<file path="src/rtl/analog_axis_emu_pkg.sv">
// Shared types, PS/2 packet field offsets and arithmetic helpers for the
// mouse-to-analog-axis emulator.
package analog_axis_pkg;

  typedef enum logic {JOY = 1'b0, MOUSE = 1'b1} state_t;

  localparam int unsigned PS2_STB     = 24;
  localparam int unsigned PS2_XSIGN   = 4;
  localparam int unsigned PS2_YSIGN   = 5;
  localparam int unsigned PS2_DX_LSB  = 8;
  localparam int unsigned PS2_DY_LSB  = 16;
  localparam int unsigned PS2_BTN_LSB = 0;

  function automatic int clamp_step(input int d, input int max_step);
    if (d > max_step) return max_step;
    if (d < -max_step) return -max_step;
    return d;
  endfunction

  // Saturating add into a signed axw-bit range; the sum is formed wide so
  // a single out-of-range step can never wrap.
  function automatic int sat_add(input int acc, input int d, input int axw);
    int hi;
    int lo;
    int s;
    hi = (1 << (axw - 1)) - 1;
    lo = -(1 << (axw - 1));
    s  = acc + d;
    if (s > hi) return hi;
    if (s < lo) return lo;
    return s;
  endfunction

endpackage

</file>
<file path="src/rtl/analog_axis_emu_if.sv">
// Per-port joystick bus between hps_io and the core: stick/button inputs in,
// emulated or passed-through axis/button values out.
interface analog_axis_emu_if #(
  parameter int NPORT = 2,
  parameter int AXW   = 8
);
  logic [NPORT*16-1:0]  joya;
  logic [NPORT*21-1:0]  joy_in;
  logic [NPORT*AXW-1:0] ax_out;
  logic [NPORT*AXW-1:0] ay_out;
  logic [NPORT*21-1:0]  joy_out;
  logic [NPORT-1:0]     emu_active;

  modport master (output joya, joy_in, input ax_out, ay_out, joy_out, emu_active);
  modport slave  (input joya, joy_in, output ax_out, ay_out, joy_out, emu_active);
endinterface

</file>
<file path="src/rtl/analog_axis_emu_axis_accum.sv">
// One saturating axis accumulator with clear, restart-from-zero load and
// 1-LSB recentering decay.
module axis_accum
  import analog_axis_pkg::*;
#(
  parameter int AXW = 8
) (
  input  logic                  CLK_VIDEO,
  input  logic                  reset,
  input  logic                  clr,
  input  logic                  add,
  input  logic                  restart,
  input  logic                  dec,
  input  logic signed [31:0]    step,
  output logic signed [AXW-1:0] acc
);

  logic signed [31:0] base;

  always_comb base = restart ? '0 : 32'(acc);

  always_ff @(posedge CLK_VIDEO) begin
    if (reset || clr) begin
      acc <= '0;
    end else if (add) begin
      acc <= AXW'(sat_add(base, step, AXW));
    end else if (dec && (acc != '0)) begin
      acc <= acc[AXW-1] ? acc + AXW'(1) : acc - AXW'(1);
    end
  end

endmodule

</file>
<file path="src/rtl/analog_axis_emu.sv">
// Mouse-to-analog-axis emulator: PS/2 motion drives one selected joystick
// port's axes and fire bits until the stick, halt, port change or idle exit.
module analog_axis_emu
  import analog_axis_pkg::*;
#(
  parameter  int NPORT      = 2,
  parameter  int AXW        = 8,
  parameter  int MAX_STEP   = 10,
  parameter  int SENS_SHIFT = 1,
  parameter  int TIMEOUT    = 0,
  parameter  int DECAY_DIV  = 0,
  parameter  int INV_Y      = 0,
  localparam int PW         = (NPORT > 1) ? $clog2(NPORT) : 1
) (
  input  logic              CLK_VIDEO,
  input  logic              reset,
  input  logic [24:0]       ps2_mouse,
  input  logic [PW-1:0]     mouse_port,
  input  logic              hold,
  input  logic              decay_en,
  analog_axis_emu_if.slave  joy
);

  state_t                state_q, state_d;
  logic [PW-1:0]         act_port_q;
  logic                  stb_q, stb;
  logic [31:0]           idle_q, dcnt_q;
  logic                  enter, leave, exit_c, blk_entry, port_ok;
  logic                  timeout_hit, tick, acc_add, acc_dec;
  logic signed [31:0]    sh_x, sh_y, step_x, step_y;
  logic signed [AXW-1:0] acc_x, acc_y;
  logic [15:0]           joya_act, joya_new;

  assign stb = ps2_mouse[PS2_STB] ^ stb_q;

  always_comb begin
    sh_x = 32'(signed'({ps2_mouse[PS2_XSIGN], ps2_mouse[PS2_DX_LSB +: 8]})) >>> SENS_SHIFT;
    sh_y = 32'(signed'({ps2_mouse[PS2_YSIGN], ps2_mouse[PS2_DY_LSB +: 8]})) >>> SENS_SHIFT;
    if (INV_Y != 0) sh_y = -sh_y;
    step_x = clamp_step(sh_x, MAX_STEP);
    step_y = clamp_step(sh_y, MAX_STEP);
  end

  // Stick of the active port gates exit; stick of the requested port gates entry.
  always_comb begin
    joya_act = '0;
    joya_new = '0;
    port_ok  = 1'b0;
    for (int unsigned p = 0; p < NPORT; p++) begin
      if (act_port_q == PW'(p)) joya_act = joy.joya[p*16 +: 16];
      if (mouse_port == PW'(p)) begin
        joya_new = joy.joya[p*16 +: 16];
        port_ok  = 1'b1;
      end
    end
  end

  assign timeout_hit = (TIMEOUT != 0) && (idle_q == 32'(TIMEOUT - 1));
  assign tick        = decay_en && (DECAY_DIV != 0) && (dcnt_q == 32'(DECAY_DIV - 1));
  assign exit_c      = (joya_act != '0) || hold || (mouse_port != act_port_q) || timeout_hit;
  assign blk_entry   = (joya_new != '0) || hold || !port_ok;

  always_comb begin
    state_d = state_q;
    enter   = 1'b0;
    leave   = 1'b0;
    unique case (state_q)
      JOY:   if (stb && !blk_entry) begin state_d = MOUSE; enter = 1'b1; end
      MOUSE: if (exit_c) begin state_d = JOY; leave = 1'b1; end
    endcase
  end

  assign acc_add = stb && (enter || ((state_q == MOUSE) && !exit_c));
  assign acc_dec = (state_q == MOUSE) && !exit_c && !stb && tick;

  always_ff @(posedge CLK_VIDEO) begin
    stb_q <= ps2_mouse[PS2_STB];
    if (reset) begin
      state_q    <= JOY;
      act_port_q <= '0;
      idle_q     <= '0;
      dcnt_q     <= '0;
    end else begin
      state_q <= state_d;
      if (enter) act_port_q <= mouse_port;
      if ((state_q != MOUSE) || leave || stb) idle_q <= '0;
      else                                    idle_q <= idle_q + 32'd1;
      if ((state_q != MOUSE) || leave || !decay_en || (DECAY_DIV == 0) || tick) dcnt_q <= '0;
      else                                                                      dcnt_q <= dcnt_q + 32'd1;
    end
  end

  axis_accum #(.AXW(AXW)) u_acc_x (
    .CLK_VIDEO(CLK_VIDEO), .reset(reset), .clr(leave), .add(acc_add),
    .restart(enter), .dec(acc_dec), .step(step_x), .acc(acc_x)
  );

  axis_accum #(.AXW(AXW)) u_acc_y (
    .CLK_VIDEO(CLK_VIDEO), .reset(reset), .clr(leave), .add(acc_add),
    .restart(enter), .dec(acc_dec), .step(step_y), .acc(acc_y)
  );

  always_comb begin
    joy.ax_out     = '0;
    joy.ay_out     = '0;
    joy.joy_out    = '0;
    joy.emu_active = '0;
    for (int unsigned p = 0; p < NPORT; p++) begin
      joy.ax_out[p*AXW +: AXW] = AXW'(signed'(joy.joya[p*16 +: 8]));
      joy.ay_out[p*AXW +: AXW] = AXW'(signed'(joy.joya[p*16+8 +: 8]));
      joy.joy_out[p*21 +: 21]  = joy.joy_in[p*21 +: 21];
      if ((state_q == MOUSE) && (act_port_q == PW'(p))) begin
        joy.ax_out[p*AXW +: AXW]  = acc_x;
        joy.ay_out[p*AXW +: AXW]  = acc_y;
        joy.joy_out[p*21+4 +: 2]  = ps2_mouse[PS2_BTN_LSB +: 2];
        joy.emu_active[p]         = 1'b1;
      end
    end
  end

endmodule

</file>
<file path="src/flat_wrapper.sv">
// flat-port wrapper written by rule: the top's interface ports become plain ports
module analog_axis_emu_flat import analog_axis_pkg::*;
#(
  parameter  int NPORT      = 2,
  parameter  int AXW        = 8,
  parameter  int MAX_STEP   = 10,
  parameter  int SENS_SHIFT = 1,
  parameter  int TIMEOUT    = 0,
  parameter  int DECAY_DIV  = 0,
  parameter  int INV_Y      = 0,
  localparam int PW         = (NPORT > 1) ? $clog2(NPORT) : 1
)
  (CLK_VIDEO, reset, ps2_mouse, mouse_port, hold, decay_en, joy_joya, joy_joy_in, joy_ax_out, joy_ay_out, joy_joy_out, joy_emu_active);
  analog_axis_emu_if #(.NPORT(NPORT), .AXW(AXW)) joy_i ();
  input  logic CLK_VIDEO;
  input  logic reset;
  input  logic [24:0] ps2_mouse;
  input  logic [PW-1:0] mouse_port;
  input  logic hold;
  input  logic decay_en;
  input wire logic [$bits(joy_i.joya)-1:0] joy_joya;
  input wire logic [$bits(joy_i.joy_in)-1:0] joy_joy_in;
  output wire logic [$bits(joy_i.ax_out)-1:0] joy_ax_out;
  output wire logic [$bits(joy_i.ay_out)-1:0] joy_ay_out;
  output wire logic [$bits(joy_i.joy_out)-1:0] joy_joy_out;
  output wire logic [$bits(joy_i.emu_active)-1:0] joy_emu_active;
  assign joy_i.joya = joy_joya;
  assign joy_i.joy_in = joy_joy_in;
  assign joy_ax_out = joy_i.ax_out;
  assign joy_ay_out = joy_i.ay_out;
  assign joy_joy_out = joy_i.joy_out;
  assign joy_emu_active = joy_i.emu_active;
  analog_axis_emu #(.NPORT(NPORT), .AXW(AXW), .MAX_STEP(MAX_STEP), .SENS_SHIFT(SENS_SHIFT), .TIMEOUT(TIMEOUT), .DECAY_DIV(DECAY_DIV), .INV_Y(INV_Y)) u_core (.CLK_VIDEO(CLK_VIDEO), .reset(reset), .ps2_mouse(ps2_mouse), .mouse_port(mouse_port), .hold(hold), .decay_en(decay_en), .joy(joy_i));
endmodule
</file>
<file path="config.mk">
export PLATFORM = sky130hd
export DESIGN_NAME = analog_axis_emu_flat
export DESIGN_NICKNAME = d
export VERILOG_FILES = /design/src/rtl/analog_axis_emu_pkg.sv /design/src/rtl/analog_axis_emu_if.sv /design/src/rtl/analog_axis_emu_axis_accum.sv /design/src/rtl/analog_axis_emu.sv /design/src/flat_wrapper.sv
export SDC_FILE = /design/constraint.sdc
export NUM_CORES = 1
export LEC_CHECK = 0
export CORE_UTILIZATION = 44
export CTS_BUF_LIST = sky130_fd_sc_hd__clkbuf_4 sky130_fd_sc_hd__clkbuf_8 sky130_fd_sc_hd__clkbuf_16
export DETAILED_ROUTE_END_ITERATION = 16
export PLACE_DENSITY = 0.89
export SYNTH_ARGS = -nofsm -noshare
export SYNTH_HDL_FRONTEND = slang
export SYNTH_SLANG_ARGS = --single-unit
</file>
<file path="constraint.sdc">
create_clock -name CLK_VIDEO -period 11.17 [get_ports CLK_VIDEO]
set_input_delay 2.234 -clock CLK_VIDEO [delete_from_list [all_inputs] [get_ports CLK_VIDEO]]
set_output_delay 2.234 -clock CLK_VIDEO [all_outputs]
set_load 0.02 [all_outputs]
</file>
# Yosys cells after proc, flatten, opt, wreduce, memory -nomap -nowiden
# Cells that the tools add are included.
# totals
n_memories,0
output_inout_bits,76
mem_bits_ro,0
elab_cells,87
mem_bits_rw,0
latchBits,0
ff_bits,19
# op_classes
order_cmp,8
eq_ne,1
n_reduce_logical,14
muxes,54
bitwise,3
n_addsub,2
n_shift,0
div_mod_pow,0
mul,0
# ops
cell,count
32-bit 2-to-1 mux,8
8-bit 2-to-1 mux,10
32-bit adder,2
32-bit by 8-bit > comparator with 1-bit output (second input constant),2
32-bit by 8-bit < comparator with 1-bit output (second input constant),2
16-bit 2-to-1 mux,2
16-bit nonzero test,2
1-bit 2-to-1 mux,27
8-bit by 5-bit > comparator with 1-bit output (second input constant),2
8-bit by 5-bit < comparator with 1-bit output (second input constant),2
7-bit 2-to-1 mux,2
4-bit 2-to-1 mux,2
1-bit logical AND,5
1-bit logical OR,5
2-bit 2-to-1 mux,2
1-bit logical NOT,2
1-bit inverter,2
1-bit case mux with 2 select lines,1
1-bit inequality test,1
1-bit XOR,1

# Longest topological paths before layout
# depth
depth_word,18
ltp_mapped,22

# Modules after synthesis
# A second synthesis with hierarchy kept.
# unflattened
cells_unflattened,1050
area_unflattened_um2,7440.9
# modules_own_cells
mod,cells_per_inst,instances,area_per_inst_um2
axis_accum,448,2,3125.5
analog_axis_emu,154,1,1189.9

# Worst setup path after synthesis
# Ideal clock, no wire load.
# synth_timing
path_type,input to register
start,in joy_joya[10]
end,reg u_core.u_acc_x.acc[4]
n_path_buf,1
arrival_ps,6383
cell_stages,21
path_slack_ps,4707
path_cell_list,nor4_1 > nand3_1 > o22ai_1 > nand2_1 > clkbuf_1 > and2_1 > ha_1 > inv_1 > fa_1 > nor2b_1 > o31ai_2 > a22oi_1 > a21oi_1 > inv_1 > fa_1 > or4b_4 > nor3_4 > nand4_2 > o31ai_4 > nand3_1 > a211oi_2
# synth_via
elab_chain_cells,16
elab_cells_between_ends,33
cone_classes,add/sub: 1; order compare: 2; mux: 18; reduce/logical: 12
# synth_rtl
item,line_no,rtl
from (decl),flat_wrapper.sv:21,input wire logic [$bits(joy_i.joya)-1:0] joy_joya;
16-bit 2-to-1 mux,analog_axis_emu.sv:51,if (mouse_port == PW'(p)) begin
16-bit nonzero test,analog_axis_emu.sv:61,assign blk_entry = (joya_new != '0) || hold || !port_ok;
1-bit logical OR,analog_axis_emu.sv:61,
1-bit logical NOT,analog_axis_emu.sv:68,JOY: if (stb && !blk_entry) begin state_d = MOUSE; enter = 1'b1; end
1-bit logical AND,analog_axis_emu.sv:68,
1-bit 2-to-1 mux,analog_axis_emu.sv:68,
1-bit 2-to-1 mux,analog_axis_emu.sv:67,unique case (state_q)
32-bit 2-to-1 mux,analog_axis_emu_axis_accum.sv:20,always_comb base = restart ? '0 : 32'(acc);
32-bit adder,analog_axis_emu_pkg.sv:28,s = acc + d;
32-bit by 8-bit < comparator with 1-bit output,analog_axis_emu_pkg.sv:30,if (s < lo) return lo;
1-bit 2-to-1 mux (2 in a row),analog_axis_emu_pkg.sv:30,
1-bit 2-to-1 mux,analog_axis_emu_axis_accum.sv:25,end else if (add) begin
1-bit 2-to-1 mux,analog_axis_emu_axis_accum.sv:23,if (reset || clr) begin
8-bit 2-to-1 mux,analog_axis_emu_pkg.sv:31,return s;
8-bit 2-to-1 mux,analog_axis_emu_pkg.sv:30,
to (signal assigned),analog_axis_emu_axis_accum.sv:26,"acc <= AXW'(sat_add(base, step, AXW));"
to (signal assigned),analog_axis_emu_axis_accum.sv:28,acc <= acc[AXW-1] ? acc + AXW'(1) : acc - AXW'(1);
to (decl),analog_axis_emu_axis_accum.sv:15,output logic signed [AXW-1:0] acc
# Several ways; a longest one is shown, not always the timed one. The select of a mux whose other input is x is not followed.
# A chain may end at the register's enable or synchronous reset.

# Final worst setup path
# layout_timing
start,in joy_joya[20]
end,reg u_core.u_acc_x.acc[2]
# The elaborated chain is that of the path after synthesis.

==> impl_metrics.py <==
metrics = {
    "status": {
        "status": "completed",
    },
    "routing": {
        "drt-total-wl_mm": 8.99,
        "via_count": 3213,
        "firstDrtPassIters": 4,
        "drt_iter0_drc": 208,
        "drtAntennaViolNets": 0,
        "wl_per_cell_um": 16.1,
        "drc": 0,
        "viasPerCell": 5.75,
    },
    "min_path": {
        "whs_path_depth": 2,
        "hold_path_startpoint": "u_core.u_acc_y.acc[0]",
        "hold_path_class": "register to register",
        "min_to": "u_core.u_acc_y.acc[0]",
    },
    "floorplanning": {
        "rows": 31,
        "die_h_um": 89.3,
        "die_w_um": 89.3,
        "floorplan.initialDensity_pct": 45.9,
        "io_pins": 180,
        "core_area_um2": 7290,
        "dieArea_um2": 7970,
    },
    "placement": {
        "io_buffers": 96,
        "dp.cells": 555,
        "globalplace.congestion": 0.918,
        "place_ws_ns": 3.02,
        "hpwlAfterDp_mm": 7.25,
    },
    "clocking": {
        "post_cts_resize_count": 0,
        "cts_sinks": 19,
        "cts_max_path_buffers": 2,
        "clk_pin_slew_worst_paths_ns": 0.08,
        "clock_latency_ns": 0.27,
        "post-cts-setup-buffers": 0,
        "numCtsBuffers": 3,
        "ctsHoldBuffers": 0,
        "clockRootBuffer": "clkbuf_8",
        "htreeDepth": 1,
        "cts_tree": "built",
    },
    "setup_path": {
        "r2r-start": "u_core.stb_q",
        "reg2reg_depth": 19,
        "critical_path.slowest_cell": "nor2b_1",
        "worst-path-max-fanout": 17,
        "endpoint_kind": "register",
        "path_cells": "clkdlybuf4s50_1 > nor4_1 > nand3b_1 > o22ai_1 > nand2_1 > and2_1 > ha_1 > inv_1 > fa_1 > nor2b_1 > o31ai_2 > a22oi_1 > a21oi_1 > inv_1 > fa_1 > nor4b_1 > nand3_1 > o41ai_1 > a31oi_1 > nor2b_1 > a211oi_1",
        "critPathRequiredTime_ns": 11.30,
        "crit_arrival_ns": 8.02,
        "crit_type": "input pin to register",
        "r2r_slack_ns": 5.86,
        "crit_family": "simple AND/OR/NAND/NOR gates",
        "r2r-end": "u_core.u_acc_x.acc[2]",
        "crit_buf_inv": 3,
        "max_stage_delay_ns": 0.56,
        "start_kind": "input pin",
    },
    "global_routing": {
        "grt_pass1_vias": 3063,
        "grt_usage_pct": 22.0,
        "grt_overflow": 0,
        "grt_pass1_wl_mm": 13.6,
        "antenna_found_initial": 0,
        "grt_max_degree": 21,
    },
    "final_layout": {
        "multiInputGateArea_um2": 2520,
        "n_antenna_cell": 0,
        "seq_area_um2": 380,
        "final-instance-count-excl-fill": 559,
        "syn2layout_area_growth_pct": 24.1,
        "nets": 605,
        "fillCellCount": 662,
        "drive_gt1_share_pct": 13.5,
        "layout_commonest_cell": "clkdlybuf4s50_1",
        "layout_common_cells": "96 x clkdlybuf4s50_1, 47 x nor2_1, 36 x mux2_2",
    },
    "timing": {
        "maxClockFrequency_ghz": 0.127,
        "period_minus_slack_ns": 7.89,
        "finalHoldViolCount": 0,
        "fin_setup_tns_ns": 0,
        "fin_crit_sh_pct": 70.7,
        "worst_pin_slew_ns": 1.02,
        "relSlewSlack_pct": 31.7,
        "finalSetupViolCount": 0,
        "grt_setup_unrepaired": "no",
        "fin_skew_ns": 0.00320,
        "finalMaxSlewViolations": 0,
        "setup_ws_ns": 3.28,
    },
    "power": {
        "p_leak_nw": 1.66,
        "swShare_pct": 33.6,
        "p_comb_share_pct": 45.2,
        "irDropWorstVdd_mv": 0.0387,
        "p_int_mw": 0.145,
        "pwr-share-seq_pct": 31.1,
        "p_per_area_nw_per_um2": 52.6,
        "power_frac_clock_pct": 23.7,
        "p_switching_mw": 0.0735,
    },
    "synthesis": {
        "ys_async_sr_fraction_pct": 0,
        "ys.flop_type": "dfxtp_1",
        "avgSynthCellArea_um2": 8.25,
        "synth_seq_cells": 19,
        "synth_area_um2": 3350,
        "yosysUniqueCellTypes": 54,
        "synth_cells": 406,
        "yosysWarnings": 0,
        "synth-edff-count": 0,
        "ys_seq_area_share_pct": 11.4,
        "synthesis.nets": 550,
    },
    "flow_run": {
        "max_cap_viol_count": 0,
    },
}
[state kept, by name, indices dropped and copies added, names as in the netlist]
signal	count
u_core.act_port_q	1
u_core.u_acc_x.acc	8
u_core.state_q	1
u_core.stb_q	1
u_core.u_acc_y.acc	8
[synthesized netlist by cell type, drive strengths merged (2+ instances only)]
library cell	number	area (um^2)
fa	22	440
or2	3	18.8
xnor2	5	43.8
buf	42	310
inv	32	120
nor4	13	96.3
nor3	12	71.3
a211oi	19	178
nand2b	2	12.5
o21bai	2	15.0
dfxtp	19	380
o22ai	3	18.8
a41oi	2	17.5
a21oi	17	85.1
o21ai	9	45.0
a21boi	2	15.0
nor4bb	2	20.0
o21a	4	31.3
o211ai	2	15.0
or3	5	31.3
mux2	36	405
nand3b	2	15.0
and2	14	87.6
a211o	2	17.5
a22oi	2	15.0
nor3b	3	22.5
nor2	47	176
nand2	22	82.6
nor2b	7	43.8
clkbuf	4	15.0
nand4b	4	35.0
nand3	7	35.0
nand4	5	37.5
ha	18	225
a21o	4	30.0
o31ai	4	67.6
[stage by stage]
stage	hold WS, ns	power, mW	area (um^2)	util (%)
detailed placement	0.521	0.168	4110	56.3
global route	0.564	0.229	4160	57.0
floorplan	0.487	0.142	3350	-
finish	0.534	0.219	4160	57.0
CTS	0.539	0.218	4160	57.0
global placement	0.515	0.165	4110	56.3
[final cells by class]
class,instances,area share (%)
clock buffers,3,0.994
repair buffers,96,23.1
inverters,32,2.89
flip-flops and latches,19,9.15
clock inverters,1,0.120
well taps,99,2.98
multi-input cells,309,60.7
[worst max path at each step]
| stage | start | end | cells past startpoint |
|---|---|---|---|
| after global routing | joy_joya[20] | u_core.u_acc_x.acc[2] | 21 |
| after CTS | joy_joya[27] | u_core.u_acc_x.acc[2] | 21 |
| after global placement | joy_joya[20] | u_core.u_acc_x.acc[2] | 21 |
| after detailed placement | joy_joya[27] | u_core.u_acc_x.acc[2] | 21 |
| after floorplan | joy_joya[10] | u_core.u_acc_x.acc[4] | 21 |
| final | joy_joya[20] | u_core.u_acc_x.acc[2] | 21 |
[power by group through the flow]
stage	clock, mW	sequential, mW	combinational [mW]
2_1_floorplan	0	0.0695	0.0723
3_3_place_gp	0	0.0695	0.0951
3_5_place_dp	0	0.0695	0.0980
4_1_cts	0.0518	0.0679	0.0986
5_1_grt	0.0534	0.0679	0.107
6_report	0.0518	0.0679	0.0989
[worst min-delay path: stages, from the launching register on]
cell and delay [ns]:
dfxtp_1 0.34, nor2_1 0.10, a211oi_1 0.05
[kinds of logic (layout without fill, tap and decap cells)]
logic type	count (synthesis)	after routing	synth area share, %
compound gates	75	75	17.2
xor+xnor	5	5	1.31
fa+ha+maj	40	40	19.9
buf+inv	78	132	13.3
flops	19	19	11.4
mux	36	36	12.1
simple gates	153	153	24.9
[layer usage]
| layer | GRT usage [%] | routed length, um | vias to the layer above |
|---|---|---|---|
| li1 | - | - | 1526 |
| met1 | 25.8 | 3580 | 1515 |
| met2 | 41.0 | 4610 | 148 |
| met3 | 2.03 | 574 | 24 |
| met4 | 8.95 | 229 | 0 |
| met5 | 0 | 0 | - |
Power figures use the tool's default switching activity.
